<file path="config.mk">
export PLATFORM = sky130hd
export DESIGN_NAME = instr_stream_encoder
export DESIGN_NICKNAME = d
export VERILOG_FILES = /design/src/rtl/instr_stream_encoder.sv
export SDC_FILE = /design/constraint.sdc
export NUM_CORES = 1
export LEC_CHECK = 0
export CORE_ASPECT_RATIO = 0.5
export CORE_UTILIZATION = 50
export CTS_CLUSTER_DIAMETER = 100
export DETAILED_ROUTE_END_ITERATION = 8
export PLACE_DENSITY = 0.82
export SYNTH_ARGS = -nofsm -noshare
export SYNTH_HDL_FRONTEND = slang
export SYNTH_SLANG_ARGS = --single-unit
</file>
<file path="constraint.sdc">
create_clock -name clk -period 3.1 [get_ports clk]
set_input_delay 0.93 -clock clk [delete_from_list [all_inputs] [get_ports clk]]
set_output_delay 0.93 -clock clk [all_outputs]
set_load 0.01 [all_outputs]
</file>
<file path="src/rtl/instr_stream_encoder.sv">
// LEGv8 program loader: packs symbolic instructions into 32-bit words, buffers them,
// and streams them to instruction memory. Define ENC_RANGE_CHECK_EN to flag immediate overflow.
module instr_stream_encoder #(
  parameter int unsigned ADDR_WIDTH = 10,
  parameter int unsigned FIFO_DEPTH = 4
) (
  input  logic                  clk,
  input  logic                  reset,
  input  logic                  start,
  input  logic [ADDR_WIDTH-1:0] baseAddr,
  input  logic                  inValid,
  output logic                  inReady,
  input  logic [3:0]            inOp,
  input  logic [4:0]            inRd,
  input  logic [4:0]            inRn,
  input  logic [4:0]            inRm,
  input  logic [25:0]           inImm,
  input  logic                  inLast,
  output logic                  imemWe,
  input  logic                  imemReady,
  output logic [ADDR_WIDTH-1:0] imemAddr,
  output logic [31:0]           imemData,
  output logic                  busy,
  output logic                  done,
  output logic                  errIllegal,
  output logic                  errRange
);

  localparam int unsigned PTR_W = (FIFO_DEPTH > 1) ? $clog2(FIFO_DEPTH) : 1;
  localparam int unsigned CNT_W = PTR_W + 1;

  localparam logic [3:0] OP_ADDI = 4'd0;
  localparam logic [3:0] OP_ADDS = 4'd1;
  localparam logic [3:0] OP_SUBS = 4'd2;
  localparam logic [3:0] OP_B    = 4'd3;
  localparam logic [3:0] OP_BL   = 4'd4;
  localparam logic [3:0] OP_BLT  = 4'd5;
  localparam logic [3:0] OP_CBZ  = 4'd6;
  localparam logic [3:0] OP_BR   = 4'd7;
  localparam logic [3:0] OP_LDUR = 4'd8;
  localparam logic [3:0] OP_STUR = 4'd9;

  typedef enum logic [1:0] {IDLE, RUN, DONE} state_t;

  state_t             state, state_n;
  logic [CNT_W-1:0]   count, count_n;
  logic [PTR_W-1:0]   rd_ptr, rd_n, wr_ptr, wr_n;
  logic               last_seen, last_n;
  logic [31:0]        mem [FIFO_DEPTH];
  logic [31:0]        head_n;
  logic [31:0]        enc_word;
  logic               enc_legal;
  logic               accept, push, pop;

  // Instruction packing; fields come from the low bits of the inputs
  always_comb begin
    enc_word  = '0;
    enc_legal = 1'b1;
    case (inOp)
      OP_ADDI: enc_word = {10'b1001000100, inImm[11:0], inRn, inRd};
      OP_ADDS: enc_word = {11'b10101011000, inRm, 6'b000000, inRn, inRd};
      OP_SUBS: enc_word = {11'b11101011000, inRm, 6'b000000, inRn, inRd};
      OP_B:    enc_word = {6'b000101, inImm};
      OP_BL:   enc_word = {6'b100101, inImm};
      OP_BLT:  enc_word = {8'b01010100, inImm[18:0], 5'b01011};
      OP_CBZ:  enc_word = {8'b10110100, inImm[18:0], inRd};
      OP_BR:   enc_word = {11'b11010110000, 5'b11111, 6'b000000, inRn, 5'b00000};
      OP_LDUR: enc_word = {11'b11111000010, inImm[8:0], 2'b00, inRn, inRd};
      OP_STUR: enc_word = {11'b11111000000, inImm[8:0], 2'b00, inRn, inRd};
      default: enc_legal = 1'b0;
    endcase
  end

`ifdef ENC_RANGE_CHECK_EN
  logic enc_range_bad;

  // Signed fields fit when all bits above the field match its sign bit
  always_comb begin
    enc_range_bad = 1'b0;
    case (inOp)
      OP_ADDI:          enc_range_bad = |inImm[25:12];
      OP_BLT, OP_CBZ:   enc_range_bad = !((&inImm[25:18]) || !(|inImm[25:18]));
      OP_LDUR, OP_STUR: enc_range_bad = !((&inImm[25:8]) || !(|inImm[25:8]));
      default:          enc_range_bad = 1'b0;
    endcase
  end
`endif

  assign accept = inValid && inReady;
  assign push   = accept && enc_legal;
  assign pop    = imemWe && imemReady;

  // Next-state view so every output can be registered from it
  always_comb begin
    state_n = state;
    last_n  = last_seen;
    count_n = count + CNT_W'(push) - CNT_W'(pop);
    rd_n    = rd_ptr + PTR_W'(pop);
    wr_n    = wr_ptr + PTR_W'(push);
    head_n  = (push && (rd_n == wr_ptr)) ? enc_word : mem[rd_n];
    case (state)
      IDLE: begin
        if (start) begin
          state_n = RUN;
          last_n  = 1'b0;
        end
      end
      RUN: begin
        if (accept && inLast) last_n = 1'b1;
        if (last_n && (count_n == '0)) state_n = DONE;
      end
      DONE: begin
        state_n = IDLE;
        last_n  = 1'b0;
      end
      default: state_n = IDLE;
    endcase
  end

  always_ff @(posedge clk) begin
    if (push) mem[wr_ptr] <= enc_word;
  end

  always_ff @(posedge clk or negedge reset) begin
    if (!reset) begin
      state      <= IDLE;
      count      <= '0;
      rd_ptr     <= '0;
      wr_ptr     <= '0;
      last_seen  <= 1'b0;
      inReady    <= 1'b0;
      imemWe     <= 1'b0;
      imemAddr   <= '0;
      imemData   <= '0;
      busy       <= 1'b0;
      done       <= 1'b0;
      errIllegal <= 1'b0;
      errRange   <= 1'b0;
    end else begin
      state     <= state_n;
      count     <= count_n;
      rd_ptr    <= rd_n;
      wr_ptr    <= wr_n;
      last_seen <= last_n;
      inReady   <= (state_n == RUN) && (count_n != CNT_W'(FIFO_DEPTH)) && !last_n;
      imemWe    <= (state_n == RUN) && (count_n != '0);
      busy      <= (state_n != IDLE);
      done      <= (state_n == DONE);
      if (count_n != '0) imemData <= head_n;
      if ((state == IDLE) && start) begin
        imemAddr   <= baseAddr;
        errIllegal <= 1'b0;
`ifdef ENC_RANGE_CHECK_EN
        errRange   <= 1'b0;
`endif
      end else begin
        if (pop) imemAddr <= imemAddr + ADDR_WIDTH'(1);
        if (accept && !enc_legal) errIllegal <= 1'b1;
`ifdef ENC_RANGE_CHECK_EN
        if (push && enc_range_bad) errRange <= 1'b1;
`endif
      end
`ifndef ENC_RANGE_CHECK_EN
      errRange <= 1'b0;
`endif
    end
  end

endmodule

</file>
After elaboration in Yosys (flattened, before gate mapping)
Memories as Yosys holds them, arrays and structs flattened. A register that Yosys moved wholly into a read port is not among the register bits.
Cells that the tools add are included.
Storage, ports and cells
  memories kept: 1
  logic and storage cells: 67
  input port bits: 61
  bits in registers: 25
  output and inout bits: 48
  memory bits (writable): 128
Memory list
  mem: depth 4, width 32, rd ports 1, clocked after Yosys merged registers in 1, write ports 1, line 49  | logic [31:0] mem [FIFO_DEPTH];
Operators by class
  reductions and logical operators: 21
  equality and inequality tests: 14
  $add $sub $neg: 5
  muxes and demuxes: 15
Operators with widths (count)
  case mux 32 bit (10 select lines): 1
  2-to-1 mux 10 bit: 2
  == test 4 x 3 -> 1 bit, second input constant: 4
  adder 10 x 1 -> 10 bit, second input constant: 1
  logical AND 1 bit: 10
  OR reduction 10 bit: 1
  == test 4 x 2 -> 1 bit, second input constant: 2
  == test 4 bit, second input constant: 2
  2-to-1 mux 1 bit: 8
  nonzero test 2 bit: 3
  adder 2 x 1 -> 2 bit: 2
  == test 2 x 1 -> 1 bit, second input constant: 2
  == test 2 bit, second input constant: 2
  == test 4 x 1 -> 1 bit, second input constant: 1
  logical NOT 4 bit: 1
  2-to-1 mux 2 bit: 2
  case mux 2 bit (2 select lines): 1
  adder 3 x 1 -> 3 bit: 1
  logical NOT 1 bit: 3
  logical NOT 3 bit: 1
  != test 3 bit, second input constant: 1
  case mux 1 bit (3 select lines): 1
  nonzero test 3 bit: 1
  subtractor 3 x 1 -> 3 bit: 1
  logical NOT 2 bit: 1

Longest topological paths before layout
  word-level depth: 13
  mapped depth: 14
  depth with buffers taken out: 11

Least setup slack after synthesis
No wires, ideal clock.
  path kind: input port to flip-flop
  from: input inOp[3]
  to: memory mem[2][0], enable pin
  arrival: 3718 ps
  stages on the path: 4
  required time: 2632 ps
  path slack: -1086 ps
  library setup time: 468 ps
  path buffers: 1
  cells stage by stage: buf_2 > o21ai_2 > nand3_2 > nor3b_1
On the way
  longest elaborated chain between the ends: 6
  elaborated cells on any way between the ends: 15
  those cells by class: 9 x eq/ne; 3 x mux; 3 x reduce/logical
RTL lines
  from (decl): line 13  | input logic [3:0] inOp,
  == test 4 bit (tied with other cells): line 59  | case (inOp)
  OR reduction 10 bit (no line) *
  2-to-1 mux 1 bit *: line 59
  logical AND 1 bit *: line 90  | assign push = accept && enc_legal;
  2-to-1 mux 1 bit *: line 121  | if (push) mem[wr_ptr] <= enc_word;
  2-to-1 mux 1 bit (implied by the code) *: line 121
  to (decl): line 49
Mark *: on every way between the ends. The rest lies on a longest branch, timed or not.

Worst setup path after layout
  from: input inOp[1]
  to: register imemData[7] (read register of mem)
On the way
  longest elaborated chain between the ends: 7
  elaborated cells on any way between the ends: 16
  those cells by class: 2 x add/sub; 9 x eq/ne; 1 x mux; 4 x reduce/logical
RTL lines
  == test 4 bit (tied with other cells): line 59
  OR reduction 10 bit (no line) *
  2-to-1 mux 1 bit *: line 59
  logical AND 1 bit *: line 90
  adder 3 x 1 -> 3 bit *: line 97  | count_n = count + CNT_W'(push) - CNT_W'(pop);
  subtractor 3 x 1 -> 3 bit *: line 97
  net count_n[2]: line 46  | logic [CNT_W-1:0] count, count_n;
  nonzero test 3 bit *: line 149  | if (count_n != '0) imemData <= head_n;
  to (decl): line 22  | output logic [31:0] imemData,
The timed path passes the listed nets; every way through them passes the cells marked *.
A chain may end at the register's enable or synchronous reset.

==> metrics.txt <==
maximum vdd drop=585 uV; Max-Cap Viols=0; pin count of the biggest net entering global routing=36; Die Y=94.0 um; internal power=6.82 mW; final WL=22.4 mm; pre-CTS setup slack=-805 ps; initial antenna violation count=1; Critical Path AT=3460 ps; crit-path max FO=16; Critical R2R Launch=inReady$_DFF_PN0_; Synth async-reset ratio=0.308; DR vias=6093; mapped cell area=0.00846 mm2; Layout area overhead=28.8%; Sw Pwr=3.76 mW; critical path required time=3450 ps; hold slack=405 ps; Clock Latency Late Sink=440 ps; P_leak=4.00 nW; critical path capture point type=flop; grt total ovfl=0; Final setup viols=1; Bufs and invs on worst path=4; clock slew at reported path FFs=80 ps; CP Launch Point=inOp[1]; Combinational Power Share=0.458; worst path cell trace=clkbuf_2 > o21ai_4 > nand3_2 > ha_1 > inv_1 > ha_2 > fa_2 > xnor2_4 > xnor2_4 > nor3_4 > buf_6 > buf_12 > a21oi_1 > a21oi_1; Max Clk Rate=321 MHz; synth unique cells=61; # DRC=0; share of power burned in registers=0.331; RD Place Congestion=0.803; Layout Nets=821; failing checks=setup timing; Hold Buf Count CTS=0; share of layout cells above drive strength 1=0.201; kind of critical path=primary input to flop; dpl hpwl=14.0 mm; Avg Inst Size Synth=13.7 um2; Crit-path slowest cell=fa_2; Detailed Routing Iterations Pass 1=6; core footprint=0.0165 mm2; fill cell total of the finished layout=1110; YS warnings=0; status=finished with violations; syn nets=685; Hold Fails Final Rpt=0; Worst Hold Class=primary input to async pin; first-pass GRT wire length=33.1 mm; Starting Density=0.513; final worst slack=-12.1 ps; Clock Tree Root=clkbuf_16; Max Slew Vio Count=0; H-tree depth=4; Tot GR Track Use=0.262; Wirelength per Cell=22.5 um; TNS Setup=-12.1 ps; # clock sinks=185; Power Dens Cells=971 mW/mm2; Final ANT Viol Nets=0; Final Power=10.6 mW; Final min period=3110 ps; Num CTS Buffers=17; Clk pwr share=0.211; Tightest Pin Transition=666 ps; Crit path max-delay family=adder cells; CP Launch Type=primary input; vias in the first global route=5923; final core occ=0.661; Post-synth EDFFs=128; die span in x=186 um; Tcrit/Tclk final=1.00; clock skew=15.7 ps; boundary pin count=109; Die Area=0.0175 mm2; clk buf depth=2; Vias/cell=6.12; Synth Flop Type=edfxtp_1; sw frac=0.355; Slew headroom=0.555; Gate Count Post-Synth=618; Placement Rows=33; IO Port Bufs=107; Seq/Total Area, Yosys=0.623; Iter 0 DRT Violations=642; CTS tree=yes; synthesized flop and latch total=185; CP max stage delay=410 ps
cell usage after synthesis (2+ instances only):
cell       count  area [um2]
ha_1           5        62.6
a21oi_2        2        17.5
or2_1          2        12.5
nor3b_1        3        22.5
buf_2         25         125
a31oi_1        5        31.3
and3_1        15        93.8
nor2b_1        2        12.5
a221oi_1       3        26.3
a22o_1         8        70.1
nand4_1        6        37.5
a21oi_1       73         365
o2bb2ai_1      3        26.3
o221ai_1       5        43.8
edfxtp_1     128        3840
a221o_1       12         120
a21o_1         4        30.0
o21ai_1        5        25.0
xnor2_1        5        43.8
mux2i_1        3        30.0
mux4_2        32         721
nor3_1         6        30.0
buf_4          5        37.5
xor2_1         8        70.1
dfrtp_1       57        1430
inv_1          6        22.5
nand2b_1       2        12.5
a22oi_1        9        67.6
buf_6          8        90.1
mux2_2         6        67.6
o21ai_0        8        40.0
and2b_1        2        15.0
a211oi_1       4        30.0
nand2_1       45         169
clkbuf_1       9        33.8
a32oi_1        2        17.5
o21bai_1       2        15.0
nor4bb_1       7        70.1
and2_1         4        25.0
o21a_1         4        30.0
nor2_1        58         218
path summary, 6_finish.rpt:
path	endpoint	depth (start not counted)	slack, ps
setup / recovery	imemData[7]$_DFFE_PN0P_	14	-10
hold / removal	imemAddr[8]$_DFFE_PN0P_	1	410
setup reg to reg	imemData[7]$_DFFE_PN0P_	12	370
hold reg to reg	imemData[24]$_DFFE_PN0P_	1	500
max in group asynchronous	imemData[31]$_DFFE_PN0P_	2	2050
min in group clk	imemData[24]$_DFFE_PN0P_	1	500
repair_timing:
| action | 4_1_cts | 5_1_grt |
|---|---|---|
| gates resized for setup | 13 | 6 |
| gates cloned | 1 | 1 |
| endpoints found under the setup margin | 37 | 33 |
| buffers inserted | 4 | 1 |
| pin swaps | 5 | 7 |
final cells by class:
class	count	area, um2	share of cell area
Multi-Input combinational cell	378	2980	0.273
Sequential cell	185	5270	0.484
Antenna cell	1	2.50	0.000230
Clock inverter	15	195	0.0179
Tap cell	227	284	0.0261
Timing Repair Buffer	164	1710	0.157
Inverter	8	30.0	0.00276
Clock buffer	17	425	0.0391
logic make-up after synthesis:
group	after synthesis	share of synthesized area
simple gates	161	0.0950
mux	41	0.0967
xor+xnor	16	0.0200
fa+ha+maj	6	0.00976
other cells	1	0.000443
flops	185	0.623
buf+inv	55	0.0374
compound gates	153	0.118
through the flow:
step,instance area (um2),cells
floorplan,8530,618
global placement,10100,955
detailed placement,10100,955
CTS,10800,992
global route,10900,995
finish,10900,995
registers in the layout, summed over array words and instances, names as in the netlist, 2 cells and up:
name / count
state: 2
wr_ptr: 2
rd_ptr: 2
mem: 128
count: 3
imemAddr: 10
imemData: 32
layout by cell type, fill, tap and decap left out, types with 5 or more instances in the layout:
cell type,n
edfxtp_1,128
clkdlybuf4s50_1,101
a21oi_1,72
dfrtp_1,57
nor2_1,56
nand2_1,45
buf_4,39
mux4_2,32
clkbuf_16,18
and3_1,15
buf_12,14
a221o_1,12
a22oi_1,9
a22o_1,8
o21ai_0,8
nor4bb_1,7
xor2_1,7
inv_1,6
mux2_2,6
nand4_1,6
clkinv_8,6
a31oi_1,5
o221ai_1,5
o21ai_1,5
nor3_1,5
inv_8,5
power groups by stage:
| stage | Combinational [mW] | Clock (mW) | Sequential (mW) |
|---|---|---|---|
| 3_3_place_gp | 4.20 | 0 | 3.52 |
| 6_report | 4.84 | 2.23 | 3.50 |
| 4_1_cts | 4.67 | 2.25 | 3.50 |
| 3_5_place_dp | 4.35 | 0 | 3.54 |
| 2_1_floorplan | 2.53 | 0 | 3.60 |
| 5_1_grt | 5.18 | 2.36 | 3.55 |
metal layers:
metal	track usage	vias to the layer above	routed length, um
met5	0	-	0
met4	0.102	0	503
met3	0.0570	55	2240
met2	0.409	379	10700
met1	0.362	3011	8950
li1	-	2648	-
Power figures use the tool's default switching activity.
